### src/rtl/cgra_cfg_tile_responder.sv
// CGRA-side cfg endpoint: registers the cfg packet, forwards it down the column,
// commits hits into a local register file and returns reads two cycles later.

package cgra_cfg_pkg;
  localparam int unsigned CgraCfgAddrWidth = 32;
  localparam int unsigned CgraCfgDataWidth = 32;

  typedef struct packed {
    logic [CgraCfgAddrWidth-1:0] cfg_addr;
    logic [CgraCfgDataWidth-1:0] cfg_data;
    logic                        cfg_wr_en;
    logic                        cfg_rd_en;
  } cgra_cfg_t;
endpackage

module cgra_cfg_tile_responder
  import cgra_cfg_pkg::*;
#(
  // Address/data widths must match the packet type in cgra_cfg_pkg.
  parameter int unsigned CGRA_CFG_ADDR_WIDTH = CgraCfgAddrWidth,
  parameter int unsigned CGRA_CFG_DATA_WIDTH = CgraCfgDataWidth,
  parameter int unsigned TILE_ID_WIDTH       = 16,
  parameter int unsigned NUM_REGS            = 8
) (
  input  logic                                    clk,
  input  logic                                    reset_n,
  input  logic [TILE_ID_WIDTH-1:0]                tile_id,
  input  cgra_cfg_t                               cfg_in,
  output cgra_cfg_t                               cfg_out,
  output logic [CGRA_CFG_DATA_WIDTH-1:0]          cfg_rd_data,
  output logic                                    cfg_rd_data_valid,
  output logic [NUM_REGS*CGRA_CFG_DATA_WIDTH-1:0] cfg_regs,
  output logic                                    cfg_err
);

  localparam int unsigned FeatWidth = CGRA_CFG_ADDR_WIDTH - TILE_ID_WIDTH - 8;
  // 9 bits so NUM_REGS = 256 compares correctly against the 8-bit index.
  localparam logic [8:0]  NumRegsCmp = 9'(NUM_REGS);

  cgra_cfg_t                                   s1_q, s1_d;
  logic [NUM_REGS-1:0][CGRA_CFG_DATA_WIDTH-1:0] regs_q, regs_d;
  logic [CGRA_CFG_DATA_WIDTH-1:0]              rd_data_q, rd_data_d;
  logic                                        rd_valid_q, rd_valid_d;
  logic                                        err_q, err_d;

  logic [TILE_ID_WIDTH-1:0] id;
  logic [7:0]               idx;
  logic [FeatWidth-1:0]     feat;
  logic                     hit, idx_ok, wr_hit, rd_hit;

  // Decode the registered packet.
  always_comb begin
    id     = s1_q.cfg_addr[TILE_ID_WIDTH-1:0];
    idx    = s1_q.cfg_addr[TILE_ID_WIDTH +: 8];
    feat   = s1_q.cfg_addr[CGRA_CFG_ADDR_WIDTH-1 -: FeatWidth];
    hit    = (id == tile_id) && (feat == '0);
    idx_ok = ({1'b0, idx} < NumRegsCmp);
    wr_hit = hit && s1_q.cfg_wr_en;
    // Write wins when both enables are set.
    rd_hit = hit && s1_q.cfg_rd_en && !s1_q.cfg_wr_en;
  end

  // Next-state: packet capture, register commit, read response, sticky error.
  always_comb begin
    s1_d       = cfg_in;
    regs_d     = regs_q;
    rd_data_d  = '0;
    rd_valid_d = rd_hit;
    err_d      = err_q;
    // Only in-range indices match, so out-of-range writes drop and reads return 0.
    for (int unsigned i = 0; i < NUM_REGS; i++) begin
      if (idx == 8'(i)) begin
        if (wr_hit) regs_d[i] = s1_q.cfg_data;
        if (rd_hit) rd_data_d = regs_q[i];
      end
    end
    if (hit && s1_q.cfg_wr_en && s1_q.cfg_rd_en) err_d = 1'b1;
    if (hit && !idx_ok && (s1_q.cfg_wr_en || s1_q.cfg_rd_en)) err_d = 1'b1;
  end

  // State registers with asynchronous active-low reset.
  always_ff @(posedge clk or negedge reset_n) begin
    if (!reset_n) begin
      s1_q       <= '0;
      regs_q     <= '0;
      rd_data_q  <= '0;
      rd_valid_q <= 1'b0;
      err_q      <= 1'b0;
    end else begin
      s1_q       <= s1_d;
      regs_q     <= regs_d;
      rd_data_q  <= rd_data_d;
      rd_valid_q <= rd_valid_d;
      err_q      <= err_d;
    end
  end

  assign cfg_out           = s1_q;
  assign cfg_regs          = regs_q;
  assign cfg_rd_data       = rd_data_q;
  assign cfg_rd_data_valid = rd_valid_q;
  assign cfg_err           = err_q;

endmodule
### config.mk
export PLATFORM = sky130hd
export DESIGN_NAME = cgra_cfg_tile_responder
export DESIGN_NICKNAME = d
export VERILOG_FILES = /design/src/rtl/cgra_cfg_tile_responder.sv
export SDC_FILE = /design/constraint.sdc
export NUM_CORES = 1
export LEC_CHECK = 0
export BUFFER_PORTS_ARGS = -buffer_cell sky130_fd_sc_hd__buf_4
export CORE_MARGIN = 3
export CORE_UTILIZATION = 50
export DETAILED_ROUTE_END_ITERATION = 8
export PLACE_DENSITY = 0.77
export RECOVER_POWER = 50
export SLEW_MARGIN = 20
export SYNTH_ARGS = -nofsm -noshare
export SYNTH_HDL_FRONTEND = slang
export SYNTH_SLANG_ARGS = --single-unit
export TNS_END_PERCENT = 100
### constraint.sdc
create_clock -name clk -period 3.3 [get_ports clk]
set_clock_uncertainty 0.2 [all_clocks]
set_input_delay 0.165 -clock clk [delete_from_list [all_inputs] [get_ports clk]]
set_output_delay 0.165 -clock clk [all_outputs]
set_load 0.02 [all_outputs]
==> results.md, run 1 <==
* GP Congestion at 0.854
* WL/cell at 25.5 um
* Layout overhead on the synthesized area at 36.9%
* Finished Layout Cells at 1,960
* FF-to-FF End: cfg_rd_data[12]
* Tot Pwr at 0.00940 W
* Drt pass-1 iters at 5
* Largest net degree at the start of global routing at 72
* Critical path arrival at 3.08 ns
* Post-synthesis mux area share at 22.7%
* Site Rows at 62
* Fin area at 20,200 sq um
* Yosys Warn Count at 0
* CTS clk-pin slew, worst paths at 0.07 ns
* Max IR drop VDD at 0.480 mV
* Die Y at 178 um
* Vias per inst at 5.73
* CP Data Required Time at 3.46 ns
* RSZ-0062 raised after global routing: false
* Max Root-Sink Buffers at 3
* Clk_lat worst skew at 0.52 ns
* TritonCTS clock tree: done
* Unique cell type count in the Yosys netlist at 40
* Yosys reg bits at 356
* First-pass GRT wire length at 73,600 um
* Post-cts resize count at 0
* Vias post-DR at 11,200
* Hold path depth at 2
* Initial drt markers at 797
* Max_cap viols at 1
* Antenna viol nets, final at 0
* Core area at 28,900 sq um
* CTS Buf Count at 39
* Worst hold path type: primary input to register
* Worst R2R Setup Slack at 0.39 ns
* Critical R2R Launch: cfg_out[55]
* Total GRT Usage at 31.1%
* Mapped Cells at 1,025
* Crit-path max FO at 32
* Worst Setup End Kind: register
* Fmax at 343 MHz
* # placed instances at 1,823
* Leak at 10.2 nW
* Die Wd at 178 um
* # diodes at 0
* Status: complete, but fails checks
* Synth Area in XOR/XNOR at 0.952%
* Syn Area/Cell at 14.4 sq um
* Slew HR at -26.3%
* Syn nets at 1,109
* IO Pins at 440
* Largest family of logic cells by synthesized area: multiplexers
* # fillers at 2,113
* Vias in the first global route at 11,700
* Post-Synth Adder-Cell Area at 0.0680%
* Placed Instance Area at 18,700 sq um
* Setup-violating endpoint count in the final report at 0
* Initial core utilization at 51.0%
* Full die area at 31,500 sq um
* Register area share after synthesis at 60.5%
* Power per cell area at 466 nW/um^2
* Root buffer cell: clkbuf_16
* Fin crit share at 88.3%
* NumNets Final at 1,631
* Final global-route overflow total at 0
* Final design utilization at 69.9%
* Setup crit start kind: register
* Crit path kind: register to register
* Max Slew Vio Count at 71
* Ratio of cells with drive above 1 in the final layout at 45.4%
* Sum Neg Setup Slack at 0 ns
* Drc violations at 0
* Final Hold Vio Count at 0
* Simple-gate share of the synthesized area at 4.83%
* H-tree levels at 2
* Minimum clock period at 2.91 ns
* Hold EP: cfg_out[36]
* Setup Fix Bufs, Post-CTS at 0
* Slew @ Worst Pin at 1.89 ns
* Mapped Area at 14,700 sq um
* DPL Wire Length at 33,000 um
* Worst-case reg-to-reg path depth at 8
* HP Start: cfg_in[36]
* Total routed wirelength at 49,900 um
* CP Launch Point: cfg_out[55]
* IO Port Bufs at 439
* Failing checks: max-capacitance violations, max-slew violations
* Initial antenna violation count at 0
* Compound-gate portion of the synthesized area at 8.00%
* Clock sinks at 356
[critical path, stage by stage (launching register included)]
cell and delay [ns]:
dfrtp_1 0.39, or4_4 0.54, nor2_4 0.13, buf_4 0.26, buf_4 0.42, nand4_1 0.14, buf_4 0.33, nor2_1 0.23
a2111oi_2 0.09
[per-stage QoR]
step / hold WS (ns) / setup slack [ns]
3_5_place_dp: -0.0340 / 0.454
5_1_grt: 0.0992 / 0.195
6_report: 0.105 / 0.386
2_1_floorplan: -0.331 / 0.754
4_1_cts: 0.0286 / 0.431
3_3_place_gp: -0.0327 / 0.478
[what timing repair did]
action	in CTS	in global routing
endpoints found under the hold margin	366	0
setup endpoints to repair	0	0
hold buffers	67	0
[worst max-delay path by stage]
stage	to	cells past startpoint
finish	cfg_rd_data[12]	8
global route	cfg_out[51]	3
CTS	cfg_rd_data[12]	8
detailed placement	cfg_rd_data[30]	8
global placement	cfg_rd_data[30]	8
floorplan	cfg_regs[65]	7
[sequential cells by signal (all words and copies together) (netlist names)]
signal             count
cfg_regs             256
cfg_rd_data           32
cfg_rd_data_valid      1
cfg_err                1
cfg_out               66
[per-layer routing]
metal  wire length (um)  vias to the layer above  track usage [%]  part of all wire (%)
met2              24200                      596             51.2                    49
met4               2180                        0             12.5                   4.4
li1                   -                     4753                -                     -
met5                  0                        -                0                     0
met3               3870                      125             6.59                   7.8
met1              19600                     5759             40.4                    39
[cell type report]
cell class / instances / area, sq um / area share [%]
clock buffer: 60 / 1190 / 5.88
clock inverter: 10 / 120 / 0.596
inverter: 34 / 128 / 0.633
multi-input combinational: 568 / 5450 / 27.0
sequential: 356 / 8910 / 44.2
tap: 384 / 480 / 2.38
timing repair buffer: 548 / 3880 / 19.3
[placed cells by master, fill, tap and decap left out, types with 2 or more instances in the layout]
cell type      netlist  final
a2111oi_0            3      3
a2111oi_2           29     29
a21oi_1             31     31
a2bb2oi_1           31     31
a32oi_1             31     31
buf_12               0      5
buf_4                0    290
bufinv_16            0      2
clkbuf_1            25    128
clkbuf_16            0     40
clkbuf_2             0      5
clkbuf_4             0     62
clkbuf_8             0     11
clkinv_2             0      4
clkinvlp_4           0      2
dfrtp_1            356    354
dfrtp_2              0      2
dlygate4sd3_1        0     67
inv_1               33     33
mux2_1              14     14
mux2_2             213    213
mux2_4              30     30
mux2i_1             31     31
nand2_1              3      2
nand2b_1            32     31
nand3_1              7      7
nand4bb_2            0      2
nor2_1              65     64
nor2_4               1      2
nor2b_1              4      3
nor3_4               0      4
nor4_1               6      6
xor2_1              16     16
[Yosys cell counts]
master / n / area share (%)
xor2_1: 16 / 0.95
dfrtp_1: 356 / 60
nand4bb_1: 2 / 0.15
nand2_1: 3 / 0.076
a2111oi_2: 29 / 3.0
mux2_4: 30 / 3.1
or4_4: 1 / 0.076
nor3_1: 1 / 0.034
nor2_1: 65 / 1.7
nand3_1: 7 / 0.24
nand4_1: 1 / 0.043
mux4_2: 1 / 0.15
inv_1: 33 / 0.84
a2111oi_0: 3 / 0.18
a21oi_1: 31 / 1.1
a21o_1: 1 / 0.051
inv_2: 1 / 0.025
nor3_2: 4 / 0.27
buf_2: 29 / 0.99
a32oi_1: 31 / 1.8
clkbuf_1: 25 / 0.64
nor4_1: 6 / 0.25
mux2_2: 213 / 16
or4b_4: 1 / 0.093
maj3_1: 1 / 0.068
a2bb2oi_1: 31 / 1.8
nor4bb_1: 1 / 0.068
mux2i_1: 31 / 2.1
nand2b_1: 32 / 1.4
and3_1: 2 / 0.085
o21ai_0: 1 / 0.034
nor4_2: 1 / 0.085
buf_1: 10 / 0.25
nor2_4: 1 / 0.076
or4_1: 1 / 0.051
mux2_1: 14 / 1.1
nor2b_1: 4 / 0.17
o22ai_1: 1 / 0.043
buf_6: 3 / 0.23
and2_1: 1 / 0.043
[logic make-up after synthesis]
family	count (synthesis)
xor gates and xnor gates	16
DFF	356
AOI/OAI and AO/OA	128
adders and majority gates	1
and+or+nand+nor	134
buffers and inverters	101
muxes	289
[where the power goes]
part           total, W  leakage (nW)  switching [W]  internal [W]
combinational  0.000530          4.78       0.000307      0.000224
clock           0.00438         0.638        0.00175       0.00264
sequential      0.00449          4.82      0.0000785       0.00441
total           0.00940          10.2        0.00213       0.00727
No activity file was read; power rests on OpenSTA's default activity.
==> run 2: changes to the inputs <==
- CELL_PAD_IN_SITES_DETAIL_PLACEMENT: default -> 1
- CELL_PAD_IN_SITES_GLOBAL_PLACEMENT: default -> 2
- CORE_UTILIZATION: 50 -> 34
- PLACE_DENSITY: 0.77 -> 0.78
==> results.md, run 2 (synthesis gave the netlist of run 1 again) <==
* First-pass GRT wire length at 82,800 um
* Power per cell area at 475 nW/um^2
* Initial antenna violation count at 0
* Hold EP: cfg_out[22]
* RSZ-0062 raised after global routing: false
* Internal Pwr Total at 0.00753 W
* FF-to-FF End: cfg_regs[93]
* Fmax at 344 MHz
* IO Pins at 440
* Worst hold path type: primary input to register
* Drc violations at 0
* Vias post-DR at 10,900
* Vias per inst at 5.06
* Total routed wirelength at 55,300 um
* Site Rows at 75
* Fin crit share at 88.0%
* Final Hold Vio Count at 0
* CP Data Required Time at 3.54 ns
* Antenna viol nets, final at 0
* GP Congestion at 0.808
* IO Port Bufs at 439
* Post-cts resize count at 0
* Worst-case reg-to-reg path depth at 6
* Critical path arrival at 3.14 ns
* Initial drt markers at 469
* TritonCTS clock tree: done
* CTS clk-pin slew, worst paths at 0.06 ns
* H-tree levels at 2
* Max reg flops at 256
* Initial core utilization at 34.8%
* Total net switching power at 0.00227 W
* Leak at 10.4 nW
* Max Slew Vio Count at 82
* Max Root-Sink Buffers at 3
* Max IR drop VDD at 0.363 mV
* Setup-violating endpoint count in the final report at 0
* # diodes at 0
* DPL Wire Length at 37,500 um
* Full die area at 45,800 sq um
* Drt pass-1 iters at 5
* Failing checks: max-capacitance violations, max-slew violations
* Largest net degree at the start of global routing at 86
* Vias in the first global route at 12,300
* Layout overhead on the synthesized area at 40.1%
* Total GRT Usage at 23.8%
* CTS Buf Count at 41
* HP Start: cfg_in[22]
* Core area at 42,300 sq um
* Slew @ Worst Pin at 2.39 ns
* Ratio of cells with drive above 1 in the final layout at 46.0%
* Clock sinks at 356
* Commonest cells after routing, fill and taps aside: dfrtp_1, buf_4, mux2_2
* Sum Neg Setup Slack at 0 ns
* Sw frac at 23.2%
* # fillers at 4,342
* Worst R2R Setup Slack at 0.40 ns
* Finished Layout Cells at 2,158
* Worst Setup End Kind: register
* Commonest non-fill, non-tap cell in the layout: dfrtp_1
* Max_cap viols at 1
* Minimum clock period at 2.90 ns
* Slew HR at -59.6%
* Final global-route overflow total at 0
* NumNets Final at 1,636
* Hold path depth at 2
* Crit-path max FO at 17
* Root buffer cell: clkbuf_16
* WL/cell at 25.6 um
* Reg power frac at 45.8%
* Status: complete, but fails checks
* Clk_lat worst skew at 0.57 ns
* Die Wd at 214 um
* # placed instances at 2,018
* Clock power share at 48.7%
* Die Y at 214 um
* Comb pwr share at 5.5%
* Setup crit start kind: register
* Critical R2R Launch: cfg_out[46]
* Crit path kind: register to register
## run 2: cell types whose count changed in the layout (fill, tap and decap cells not counted), sizes merged
cell / previous run / this run
clkbuf: 246 / 235
buf: 295 / 302
clkinv: 5 / 11
bufinv: 2 / 6
clkinvlp: 2 / 0
dlygate4sd3: 67 / 68
## run 2: routing by layer
| layer | vias up | global-route usage (%) | part of all wire (%) |
|---|---|---|---|
| li1 | 4759 | - | - |
| met1 | 5752 | 29.4 | 41 |
| met2 | 344 | 41.4 | 50 |
| met3 | 68 | 6.05 | 6.2 |
| met4 | 0 | 6.72 | 2.5 |
| met5 | - | 0 | 0 |
## run 2: area by class of cell
cell class	instances	area (sq um)	area share, %
clock inverter	18	267	1.29
timing repair buffer	551	3990	19.3
sequential	356	8910	43.2
tap	577	722	3.50
multi-input combinational	568	5470	26.5
clock buffer	54	1130	5.50
inverter	34	128	0.619
## run 2: what timing repair did
item                                   in CTS  in global routing
setup buffers                               0                  0
hold buffers                               68                  0
endpoints found under the hold margin     350                  0
## run 2: critical path, stage by stage, from the launching register on
cell and delay (ns):
dfrtp_1 0.39, xor2_1 0.15, nor4_1 0.38, nand3_1 0.28, or4_2 0.74, buf_4 0.28
mux2_4 0.35
## run 2: power groups by stage
stage / sequential [W] / clock, W / combinational (W)
floorplan: 0.00458 / 0 / 0.000117
global placement: 0.00457 / 0 / 0.000486
detailed placement: 0.00457 / 0 / 0.000491
CTS: 0.00449 / 0.00490 / 0.000559
global route: 0.00450 / 0.00510 / 0.000581
finish: 0.00449 / 0.00477 / 0.000537
## run 2: worst max path at each step
stage / start / end / cells past startpoint
6_report: cfg_out[46] / cfg_regs[93] / 6
5_1_grt: reset_n / cfg_regs[43] / 3
4_1_cts: cfg_out[46] / cfg_rd_data[11] / 6
3_5_place_dp: cfg_out[46] / cfg_regs[93] / 6
3_3_place_gp: cfg_out[46] / cfg_regs[77] / 6
2_1_floorplan: cfg_out[55] / cfg_regs[65] / 7
## run 2: through the flow
| stage | total power (W) | hold WS [ns] | setup slack (ns) | cell area (sq um) | util, % |
|---|---|---|---|---|---|
| after global placement | 0.00505 | 0.0397 | 0.394 | 19000 | 44.9 |
| after floorplan | 0.00470 | -0.331 | 0.754 | 14700 | - |
| after CTS | 0.00995 | 0.00454 | 0.308 | 21100 | 49.8 |
| final | 0.00980 | 0.0536 | 0.396 | 20600 | 48.7 |
| after global routing | 0.0102 | 0.0482 | 0.151 | 20600 | 48.7 |
| after detailed placement | 0.00506 | 0.0426 | 0.340 | 19000 | 44.9 |
==> run 3: changes to the inputs <==
- clock period: 3.3 -> 3 ns (I/O delays scaled with it)
==> results.md, run 3 (synthesis gave the netlist of run 1 again) <==
* Status: finished clean
* CTS clk-pin slew, worst paths at 0.06 ns
* Die Wd at 214 um
* Initial drt markers at 469
* IO Port Bufs at 439
* Crit-path max cell delay at 0.54 ns
* GP Congestion at 0.807
* Site Rows at 75
* Full die area at 45,800 sq um
* CP Launch Point: cfg_out[55]
* Reg area at 8910 sq um
* # placed instances at 2,020
* Worst hold path type: primary input to register
* First-pass GRT wire length at 83,000 um
* H-tree levels at 2
* Setup-violating endpoint count in the final report at 0
* Final Hold Vio Count at 0
* Critical-path cell list: or4_4 -> nor2_4 -> buf_4 -> and3_4 -> buf_12 -> a32oi_1 -> a2111oi_0
* # diodes at 0
* Setup crit start kind: register
* Clk_lat worst skew at 0.57 ns
* Core area at 42,300 sq um
* Max Root-Sink Buffers at 3
* HP Start: cfg_in[33]
* Root buffer cell: clkbuf_16
* Leak at 10.3 nW
* IO Pins at 440
* WL/cell at 25.7 um
* Max Slew Vio Count at 0
* Layout overhead on the synthesized area at 40.1%
* Vias in the first global route at 12,300
* Ratio of cells with drive above 1 in the final layout at 45.6%
* Initial antenna violation count at 1
* Antenna viol nets, final at 0
* Fin crit share at 95.4%
* Sum Neg Setup Slack at 0 ns
* Final design utilization at 48.7%
* Max_cap viols at 0
* Total GRT Usage at 23.9%
* Multi-input logic area at 5480 sq um
* Slew @ Worst Pin at 1.29 ns
* Vias post-DR at 11,000
* Drc violations at 0
* Critical R2R Launch: cfg_out[55]
* Worst Setup End Kind: register
* Final global-route overflow total at 0
* DPL Wire Length at 37,500 um
* NumNets Final at 1,640
* Critical path arrival at 3.06 ns
* Drt pass-1 iters at 4
* Fmax at 350 MHz
* Commonest non-fill, non-tap cell in the layout: dfrtp_1
* Crit-path max FO at 18
* Power per cell area at 502 nW/um^2
* Tot Pwr at 0.0104 W
* # fillers at 4,343
* Total routed wirelength at 55,600 um
* CP delay by family, top: simple AND/OR/NAND/NOR gates
* Crit path kind: register to register
* TritonCTS clock tree: done
* Initial core utilization at 34.8%
* Finished Layout Cells at 2,164
* Max reg flops at 256
* Largest net degree at the start of global routing at 81
* Vias per inst at 5.09
* Die Y at 214 um
* Minimum clock period at 2.86 ns
* CTS Buf Count at 41
* CP Data Required Time at 3.20 ns
* Slew HR at 13.8%
* Max IR drop VDD at 0.343 mV
* Clock sinks at 356
* Crit path buf inv count at 2
* Hold slack at 0.0511 ns
* Commonest cells after routing, fill and taps aside: dfrtp_1, buf_4, mux2_2
* CP max-delay cell: or4_4
* RSZ-0062 raised after global routing: false
-- run 3: cell types whose count changed in the layout (fill, tap and decap cells not counted), moves of 3 or more --
cell | before | now
buf_12 | 9 | 15
clkbuf_4 | 65 | 68
clkbuf_8 | 6 | 11
bufinv_16 | 6 | 0
clkbuf_1 | 120 | 129
buf_4 | 292 | 285
clkinv_2 | 9 | 6
-- run 3: final timing paths --
| check | end | slack (ns) | cells past startpoint |
|---|---|---|---|
| setup / recovery | cfg_rd_data[1] | 0.14 | 7 |
| hold / removal | cfg_out[33] | 0.05 | 2 |
| setup reg to reg | cfg_rd_data[1] | 0.14 | 7 |
| hold reg to reg | cfg_err | 0.30 | 1 |
| min in group asynchronous | cfg_out[10] | 0.65 | 3 |
| max in group asynchronous | cfg_regs[12] | 0.66 | 3 |
-- run 3: routing by layer --
metal  up-vias  global-route usage (%)  share of wire, %
met2       357                    40.7                49
met1      5799                    29.9                42
met3        89                    5.99               6.1
met4         0                    7.67               3.0
li1       4763                       -                 -
met5         -                       0                 0
-- run 3: through the flow --
stage | worst slack (ns) | cell area (sq um)
finish | 0.139 | 20600
global route | 0.0359 | 20600
CTS | 0.0231 | 21100
detailed placement | 0.0817 | 19100
global placement | 0.115 | 19100
floorplan | 0.454 | 14700
-- run 3: timing repair --
| item | CTS | global route |
|---|---|---|
| endpoints found under the hold margin | 422 | 0 |
| hold buffers | 70 | 0 |
| buffers inserted | 0 | 0 |
| resized for setup | 0 | 1 |
| setup endpoints to repair | 0 | 9 |
-- run 3: final cells by class --
cell class	count	share of cell area, %
Timing Repair Buffer	555	19.9
Tap cell	577	3.50
Inverter	34	0.619
Sequential cell	356	43.2
Clock inverter	9	0.267
Multi-Input combinational cell	568	26.6
Clock buffer	65	5.94
-- run 3: where the power goes --
group	switching (W)	internal, W
Combinational	0.000336	0.000244
Clock	0.00204	0.00280
Sequential	0.0000884	0.00485
Total	0.00246	0.00789
